**src/rtl/odluka_mina_stijena.sv**
```systemverilog
// Decision stage for the mine/rock network.
// Realigns the two output-neuron probabilities with the sample strobe,
// classifies each sample against a confidence margin and majority-votes
// over a fixed window, emitting one registered decision per window.
//
// Handshake: there is no back-pressure. odluka_valid_o is a one-cycle pulse;
// klasa_o, nesiguran_o and glasovi_o are valid in that cycle and hold their
// value until the next pulse. Inputs are accepted every cycle.

module odluka_mina_stijena #(
    parameter int          LATENCIJA = 2,        // uzorak_valid -> probabilities delay (1..8)
    parameter int          PROZOR    = 8,        // samples per voting window (2..16)
    parameter logic [15:0] PRAG      = 16'h0800  // minimum |v0 - v1| for a certain sample
) (
    input  logic        clk_i,
    input  logic        rst_n_i,
    input  logic        uzorak_valid_i,
    input  logic [15:0] vjerojatnost_0_i,
    input  logic [15:0] vjerojatnost_1_i,
    input  logic        novi_prozor_i,
    output logic        klasa_o,
    output logic        nesiguran_o,
    output logic [4:0]  glasovi_o,
    output logic        odluka_valid_o,
    output logic [1:0]  stanje_o
);

    typedef enum logic [1:0] {
        MIRUJE     = 2'd0,
        SKUPLJANJE = 2'd1,
        ODLUKA     = 2'd2
    } stanje_t;

    localparam logic [4:0]  PROZOR_N  = 5'(PROZOR);
    localparam logic [5:0]  POLA      = 6'(PROZOR / 2);
    localparam logic [16:0] PRAG_PROS = {1'b0, PRAG};

    // ------------------------------------------------------------------
    // Strobe realignment
    // ------------------------------------------------------------------
    logic [LATENCIJA-1:0] valid_niz_q;
    logic                 p_valid;

    generate
        if (LATENCIJA == 1) begin : g_kasnjenje_1
            // Single-stage delay line
            always_ff @(posedge clk_i) begin
                if (!rst_n_i) valid_niz_q <= '0;
                else          valid_niz_q <= uzorak_valid_i;
            end
        end else begin : g_kasnjenje_n
            // Shift the strobe so it lines up with the neuron outputs
            always_ff @(posedge clk_i) begin
                if (!rst_n_i) valid_niz_q <= '0;
                else          valid_niz_q <= {valid_niz_q[LATENCIJA-2:0], uzorak_valid_i};
            end
        end
    endgenerate

    assign p_valid = valid_niz_q[LATENCIJA-1];

    // ------------------------------------------------------------------
    // Per-sample classification
    // ------------------------------------------------------------------
    logic        v0_vece;
    logic [16:0] razlika;
    logic        siguran;
    logic        glas_mina;
    logic        glas_stijena;

    // Absolute difference and vote of the sample currently presented
    always_comb begin
        v0_vece = vjerojatnost_0_i > vjerojatnost_1_i;
        razlika = '0;
        if (v0_vece) begin
            razlika = {1'b0, vjerojatnost_0_i} - {1'b0, vjerojatnost_1_i};
        end else begin
            razlika = {1'b0, vjerojatnost_1_i} - {1'b0, vjerojatnost_0_i};
        end
        siguran      = razlika >= PRAG_PROS;
        glas_mina    = p_valid & siguran & v0_vece;
        glas_stijena = p_valid & siguran & ~v0_vece;
    end

    // ------------------------------------------------------------------
    // Window counters and decision
    // ------------------------------------------------------------------
    stanje_t    stanje_q;
    logic [4:0] n_uzoraka_q;
    logic [4:0] n_mina_q;
    logic [4:0] n_stijena_q;
    logic       klasa_q;
    logic       nesiguran_q;
    logic [4:0] glasovi_q;
    logic       odluka_valid_q;

    logic [4:0] n_uzoraka_d;
    logic [4:0] n_mina_d;
    logic [4:0] n_stijena_d;
    logic [4:0] prvi_uzorak;
    logic [4:0] prvi_mina;
    logic [4:0] prvi_stijena;
    logic       prozor_pun;
    logic [5:0] zbroj_glasova;
    logic       klasa_d;
    logic       nesiguran_d;

    // Counter values after accumulating this cycle's sample, the values a
    // freshly started window loads, and the decision over the updated counts
    always_comb begin
        n_uzoraka_d   = n_uzoraka_q + {4'd0, p_valid};
        n_mina_d      = n_mina_q + {4'd0, glas_mina};
        n_stijena_d   = n_stijena_q + {4'd0, glas_stijena};
        prvi_uzorak   = {4'd0, p_valid};
        prvi_mina     = {4'd0, glas_mina};
        prvi_stijena  = {4'd0, glas_stijena};
        prozor_pun    = p_valid && (n_uzoraka_d == PROZOR_N);
        zbroj_glasova = {1'b0, n_mina_d} + {1'b0, n_stijena_d};

        klasa_d = klasa_q;
        if (n_mina_d > n_stijena_d) begin
            klasa_d = 1'b1;
        end else if (n_stijena_d > n_mina_d) begin
            klasa_d = 1'b0;
        end
        nesiguran_d = (n_mina_d == n_stijena_d) || (zbroj_glasova < POLA);
    end

    // Window FSM: counting, registered decision, discard on novi_prozor
    always_ff @(posedge clk_i) begin
        if (!rst_n_i) begin
            stanje_q       <= MIRUJE;
            n_uzoraka_q    <= '0;
            n_mina_q       <= '0;
            n_stijena_q    <= '0;
            klasa_q        <= 1'b0;
            nesiguran_q    <= 1'b0;
            glasovi_q      <= '0;
            odluka_valid_q <= 1'b0;
        end else begin
            odluka_valid_q <= 1'b0;
            case (stanje_q)
                MIRUJE, SKUPLJANJE: begin
                    if (novi_prozor_i) begin
                        // Drop the partial window; a coincident sample opens the next one
                        n_uzoraka_q <= prvi_uzorak;
                        n_mina_q    <= prvi_mina;
                        n_stijena_q <= prvi_stijena;
                        stanje_q    <= p_valid ? SKUPLJANJE : MIRUJE;
                    end else if (p_valid) begin
                        n_uzoraka_q <= n_uzoraka_d;
                        n_mina_q    <= n_mina_d;
                        n_stijena_q <= n_stijena_d;
                        if (prozor_pun) begin
                            // Decision is registered as the window fills, so the
                            // pulse is visible during the ODLUKA cycle
                            klasa_q        <= klasa_d;
                            nesiguran_q    <= nesiguran_d;
                            glasovi_q      <= n_mina_d;
                            odluka_valid_q <= 1'b1;
                            stanje_q       <= ODLUKA;
                        end else begin
                            stanje_q <= SKUPLJANJE;
                        end
                    end
                end
                ODLUKA: begin
                    // Counters restart; a sample arriving now is sample 1 of the next window
                    n_uzoraka_q <= prvi_uzorak;
                    n_mina_q    <= prvi_mina;
                    n_stijena_q <= prvi_stijena;
                    stanje_q    <= (novi_prozor_i && !p_valid) ? MIRUJE : SKUPLJANJE;
                end
                default: begin
                    n_uzoraka_q <= '0;
                    n_mina_q    <= '0;
                    n_stijena_q <= '0;
                    stanje_q    <= MIRUJE;
                end
            endcase
        end
    end

    assign klasa_o        = klasa_q;
    assign nesiguran_o    = nesiguran_q;
    assign glasovi_o      = glasovi_q;
    assign odluka_valid_o = odluka_valid_q;
    assign stanje_o       = stanje_q;

endmodule

```
**config.mk**
```make
export PLATFORM = sky130hd
export DESIGN_NAME = odluka_mina_stijena
export DESIGN_NICKNAME = d
export VERILOG_FILES = /design/src/rtl/odluka_mina_stijena.sv
export SDC_FILE = /design/constraint.sdc
export NUM_CORES = 1
export LEC_CHECK = 0
export CAP_MARGIN = 20
export CORE_ASPECT_RATIO = 1.5
export CORE_UTILIZATION = 40
export DETAILED_ROUTE_END_ITERATION = 7
export PLACE_DENSITY_LB_ADDON = 0.2
export RECOVER_POWER = 50
export SLEW_MARGIN = 40
export SYNTH_ARGS = -nofsm -noshare
export SYNTH_HDL_FRONTEND = slang
export SYNTH_SLANG_ARGS = --single-unit
```
**constraint.sdc**
```tcl
create_clock -name clk_i -period 6.85 [get_ports clk_i]
set_clock_uncertainty 0.05 [all_clocks]
set_input_delay 2.055 -clock clk_i [delete_from_list [all_inputs] [get_ports clk_i]]
set_output_delay 2.055 -clock clk_i [all_outputs]
set_load 0.1 [all_outputs]
```
### Yosys cells after proc, flatten, opt, wreduce, memory -nomap -nowiden

Cells that the tools add are included.

* register bits: 27
* bits of input ports: 36
* output and inout bits: 10

* add/sub/neg operators: 6
* order comparisons: 5
* eq/ne operators: 5
* multiplexer cells: 19
* bitwise logic cells: 8
* reduce and logical (&&, ||, !) cells: 10

Operators by type and width (number)
* subtractor 16 x 16 -> 17 bit: 2
* two-way mux 5 bit: 6
* one-hot mux 5 bit (2 select lines): 3
* greater-or-equal comparator 17 x 12 -> 1 bit (second input constant): 1
* two-way mux 17 bit: 1
* greater-than comparator 16 bit: 1
* adder 5 x 1 -> 5 bit: 3
* greater-than comparator 5 bit: 2
* adder 5 x 5 -> 6 bit: 1
* < comparator 6 x 3 -> 1 bit (second input constant): 1
* two-way mux 2 bit: 3
* equality test 5 x 4 -> 1 bit (second input constant): 1
* equality test 5 bit: 1
* two-way mux 1 bit: 5
* inverter 1 bit: 5
* AND reduction 5 bit: 1
* one-hot mux 2 bit (2 select lines): 1
* AND reduction 4 bit: 1
* OR reduction 4 bit: 1
* bitwise AND 1 bit: 3
* inequality test 3 bit (second input constant): 1
* equality test 2 x 1 -> 1 bit (second input constant): 1
* equality test 2 bit (second input constant): 1
* logical AND 1 bit: 2
* 5 further kinds: 5

### Longest topological paths before layout

* depth in word-level cells: 9
* mapped depth: 22
* mapped depth without buffers: 22

### Worst setup path before layout

OpenSTA, ideal clock, no wires.

* path type: input port to flip-flop
* from: input vjerojatnost_0_i[6]
* to: register nesiguran_q (netlist: nesiguran_o)
* setup time: 91 ps
* data arrival time: 5853 ps
* setup slack: 856 ps
* stages on the path: 19
* path buffers: 0
* cells stage by stage: inv_1 ha_1 a21oi_2 nand2_1 o21a_1 o21ba_1 or3_1 a2111oi_2 a21oi_1 ha_1 ha_1 xor2_1 inv_1 ha_1 nand2_1 nor3_1 o21ai_0 or4b_2 a311oi_1

* longest elaborated chain between the ends: 9
* elaborated cells between the ends (all ways): 15
* those cells by class: 5 x add/sub; 3 x order compare; 1 x eq/ne; 1 x mux; 4 x bitwise; 1 x reduce/logical

Ends and longest elaborated chain
* start, declared: RTL line 18 `input logic [15:0] vjerojatnost_0_i,`
* subtractor 16 x 16 -> 17 bit, or another cell as far along: RTL line 78 `razlika = {1'b0, vjerojatnost_1_i} - {1'b0, vjerojatnost_0_i};`
* two-way mux 17 bit: RTL line 75 `if (v0_vece) begin`
* greater-or-equal comparator 17 x 12 -> 1 bit: RTL line 80 `siguran = razlika >= PRAG_PROS;`
* bitwise AND 1 bit: RTL line 81 `glas_mina = p_valid & siguran & v0_vece;`
* bitwise AND 1 bit (*): RTL line 81
* adder 5 x 1 -> 5 bit (*): RTL line 112 `n_mina_d = n_mina_q + {4'd0, glas_mina};`
* named net n_mina_d[2]: RTL line 98 `logic [4:0] n_mina_d;`
* adder 5 x 5 -> 6 bit: RTL line 118 `zbroj_glasova = {1'b0, n_mina_d} + {1'b0, n_stijena_d};`
* < comparator 6 x 3 -> 1 bit: RTL line 126 `nesiguran_d = (n_mina_d == n_stijena_d) || (zbroj_glasova < POLA);`
* logical OR 1 bit (*): RTL line 126
* end signal, assigned: RTL line 158 `nesiguran_q <= nesiguran_d;`
* end, declared: RTL line 93 `logic nesiguran_q;`

The timed path passes the listed nets; every way through them passes the cells marked *.
A chain may end at the register's enable or synchronous reset.

### Worst setup path in the final report

Ends and elaborated chain as after synthesis.

==> impl_metrics.tcl <==
set metrics [dict create \
    outcome "finished, violations left" \
    violations "design-rule violations, max-capacitance violations, max-slew violations" \
    fp.dieW_um 71.44 \
    fin_crit_sh_pct 95.63 \
    clk_pin_slew_worst_paths_ns 0.09 \
    setup_viol 0 \
    grt_overflow 0 \
    ir_drop_v 0.00008252 \
    grt_pass1_wl_um 11350 \
    drc 1 \
    start_util_pct 41.66 \
    p_switching_mw 0.1344 \
    power.leakage_nw 1.556 \
    ctsResizeCount 0 \
    cp-end-kind "register" \
    synth_top_area_share_pct 20.76 \
    hold_path_class "register to register" \
    synth-warning-count 0 \
    final_cell_mix "inv_1, ha_1, nor2_1" \
    ant_nets 0 \
    syn_nets 459 \
    critPathKind "primary input to register" \
    rr_endpoint "stanje_o[0]$_SDFFE_PN0P_" \
    io_pins 46 \
    cp-endpoint "nesiguran_o$_SDFFE_PN0P_" \
    setup.worst_path.start_class "primary input" \
    synth_area_leaders "ha_1, dfxtp_1, inv_1, nor2_1, a21oi_1" \
    multi_input_comb_area_um2 2136 \
    reg2reg_depth 7 \
    comb_power_share_pct 38.7 \
    fin_crit_ns 6.551 \
    ctsHoldBuffers 0 \
    crit_fanout 7 \
    num-fill-cells 701 \
    cts_made_buffers 3 \
    clock_latency_ns 0.27 \
    cp-startpoint "vjerojatnost_0_i[6]" \
    ys_types 59 \
    cts_tree "built" \
    async_reset_ff_share_pct 0 \
    gp_congestion 0.8977 \
    dpl_cell_area_um2 3408 \
    tightestPinTransition_ns 1.689 \
    final_hold_viol_count 0 \
    die_y_um 106.2 \
    cellInternalPower_mw 0.2725 \
    track_usage_pct 18.47 \
    power_density_nw_per_um2 117.4 \
    io_buffers 45 \
    std_cell_rows 37 \
    drt_iter0_markers 113 \
    synthCells 373 \
    dr.pass1.iters 6 \
    drt-wirelength-per-cell_um 13.28 \
    fmax_mhz 152.7 \
    rr_startpoint "valid_niz_q[1]$_SDFF_PN0_" \
    clockPowerShare_pct 21.9 \
    postCtsSetupBuffers 0 \
    fin_area_um2 3466 \
    syn-cell-area_um2 2893 \
    swShare_pct 33.03 \
    grt_start_max_net_pins 22 \
    clock_sinks 27 \
    synth-seq-area-share_pct 18.69 \
    diodes 0 \
    relSlewSlack_pct -13.46 \
    htree_levels 1 \
    cts_root_buffer "clkbuf_8" \
    crit_required_ns 6.99 \
    coreArea_um2 6944 \
    area_growth_pct 19.81 \
    synth-main-ff-cell "dfxtp_1" \
    ys_ff_latch 27 \
    avgViaCountPerCell 5.494 \
    yosys.area.top_type "ha_1" \
    rsz0062_at_grt "no" \
    nets 507 \
    rrSetupSlack_ns 3.02 \
    antenna_found_initial 0 \
    power.total_mw 0.4069 \
    crit_arrival_ns 6.69 \
    maxCapViolCount 1 \
    grt_pass1_vias 2639 \
    dieArea_um2 7583 \
    power_frac_seq_pct 39.4 \
    avgSynthCellArea_um2 7.755 \
    post-dp-hpwl_um 5548 \
    num_vias 2736 \
    drive_above_1_share_pct 5.238 \
    clockBufferDepth 2 \
    seqCellArea_um2 540.5 \
    slew_viol_final 17 \
    drt_wl_total_um 6611 \
    synth_edf_count 0 \
]
-- worst min path at each step --
stage	to	cells after the start	slack [ns]	from
after floorplan	valid_niz_q[1]$_SDFF_PN0_	1	0.36	valid_niz_q[0]$_SDFF_PN0_
after global placement	valid_niz_q[1]$_SDFF_PN0_	1	0.37	valid_niz_q[0]$_SDFF_PN0_
after detailed placement	valid_niz_q[1]$_SDFF_PN0_	1	0.37	valid_niz_q[0]$_SDFF_PN0_
after CTS	valid_niz_q[1]$_SDFF_PN0_	1	0.39	valid_niz_q[0]$_SDFF_PN0_
after global routing	valid_niz_q[1]$_SDFF_PN0_	1	0.44	valid_niz_q[0]$_SDFF_PN0_
final	valid_niz_q[1]$_SDFF_PN0_	1	0.39	valid_niz_q[0]$_SDFF_PN0_
-- area by class of cell --
type                       instances  share of cell area (%)
clock buffer                       4                   1.300
inverter                          49                   5.307
tap                               78                   2.816
timing repair buffer              55                   13.36
multi-input combinational        285                   61.62
sequential                        27                   15.60
-- power groups by stage --
stage | clock [mW] | sequential, mW | combinational, mW
finish | 0.0892 | 0.160 | 0.157
CTS | 0.0948 | 0.160 | 0.154
global placement | 0 | 0.164 | 0.152
floorplan | 0 | 0.165 | 0.0968
detailed placement | 0 | 0.164 | 0.153
global route | 0.102 | 0.161 | 0.175
-- critical path, stage by stage --
cell             delay, ns
clkdlybuf4s50_1       0.48
inv_1                 0.05
ha_1                  0.39
a21oi_2               0.18
nand2_1               0.07
o21a_1                0.20
o21ba_1               0.20
or3_1                 0.35
a2111oi_4             0.40
a21oi_1               0.12
ha_1                  0.22
ha_1                  0.25
xor2_2                0.18
inv_1                 0.08
ha_1                  0.29
nand2_1               0.07
nor3_1                0.11
o21ai_0               0.10
or4b_2                0.61
a311oi_1              0.27
-- cell usage after synthesis (3+ instances only) --
| master | n |
|---|---|
| ha_1 | 48 |
| inv_1 | 48 |
| nor2_1 | 37 |
| dfxtp_1 | 27 |
| a21oi_1 | 25 |
| nand2_1 | 24 |
| o21ai_0 | 18 |
| nand4_1 | 13 |
| mux2i_1 | 11 |
| xor2_1 | 11 |
| a211oi_1 | 9 |
| clkbuf_1 | 9 |
| o21a_1 | 8 |
| nand2b_1 | 7 |
| nand3_1 | 6 |
| a21o_1 | 5 |
| xnor2_1 | 5 |
| a31oi_1 | 4 |
| and3_1 | 4 |
| or3_1 | 4 |
| nor3b_1 | 3 |
| o31ai_1 | 3 |
-- state kept, by name, summed over array words and instances (netlist names) --
name            cells
glasovi_o           5
klasa_o             1
n_mina_q            5
n_stijena_q         5
n_uzoraka_q         5
nesiguran_o         1
odluka_valid_o      1
stanje_o            2
valid_niz_q         2
-- through the flow --
step / setup WS, ns / utilization [%] / setup TNS [ns] / cells / hold WS (ns)
final: 0.2993 / 49.91 / 0 / 498 / 0.3895
after global routing: 0.02412 / 49.91 / 0 / 498 / 0.4429
after CTS: 0.2057 / 49.73 / 0 / 498 / 0.3936
after detailed placement: -0.01692 / 49.08 / -0.01692 / 494 / 0.3689
after global placement: 0.06404 / 49.80 / 0 / 494 / 0.3670
after floorplan: 0.8561 / - / 0 / 373 / 0.3618
-- metal layers --
metal	wire length, um	global-route usage (%)
met5	0	0
met4	108	7.143
met3	137	1.327
met2	3786	37.35
met1	2579	18.90
-- cells by family (layout without fill, tap and decap cells) --
family	after synthesis	count (layout)	share of synthesized area [%]
muxes	12	12	4.196
buffers and inverters	61	108	8.347
xor gates and xnor gates	16	16	4.844
and+or+nand+nor	109	109	18.77
DFF	27	27	18.69
AOI/OAI and AO/OA	98	98	23.01
adders and majority gates	50	50	22.15
(Power assumes the default switching activity.)
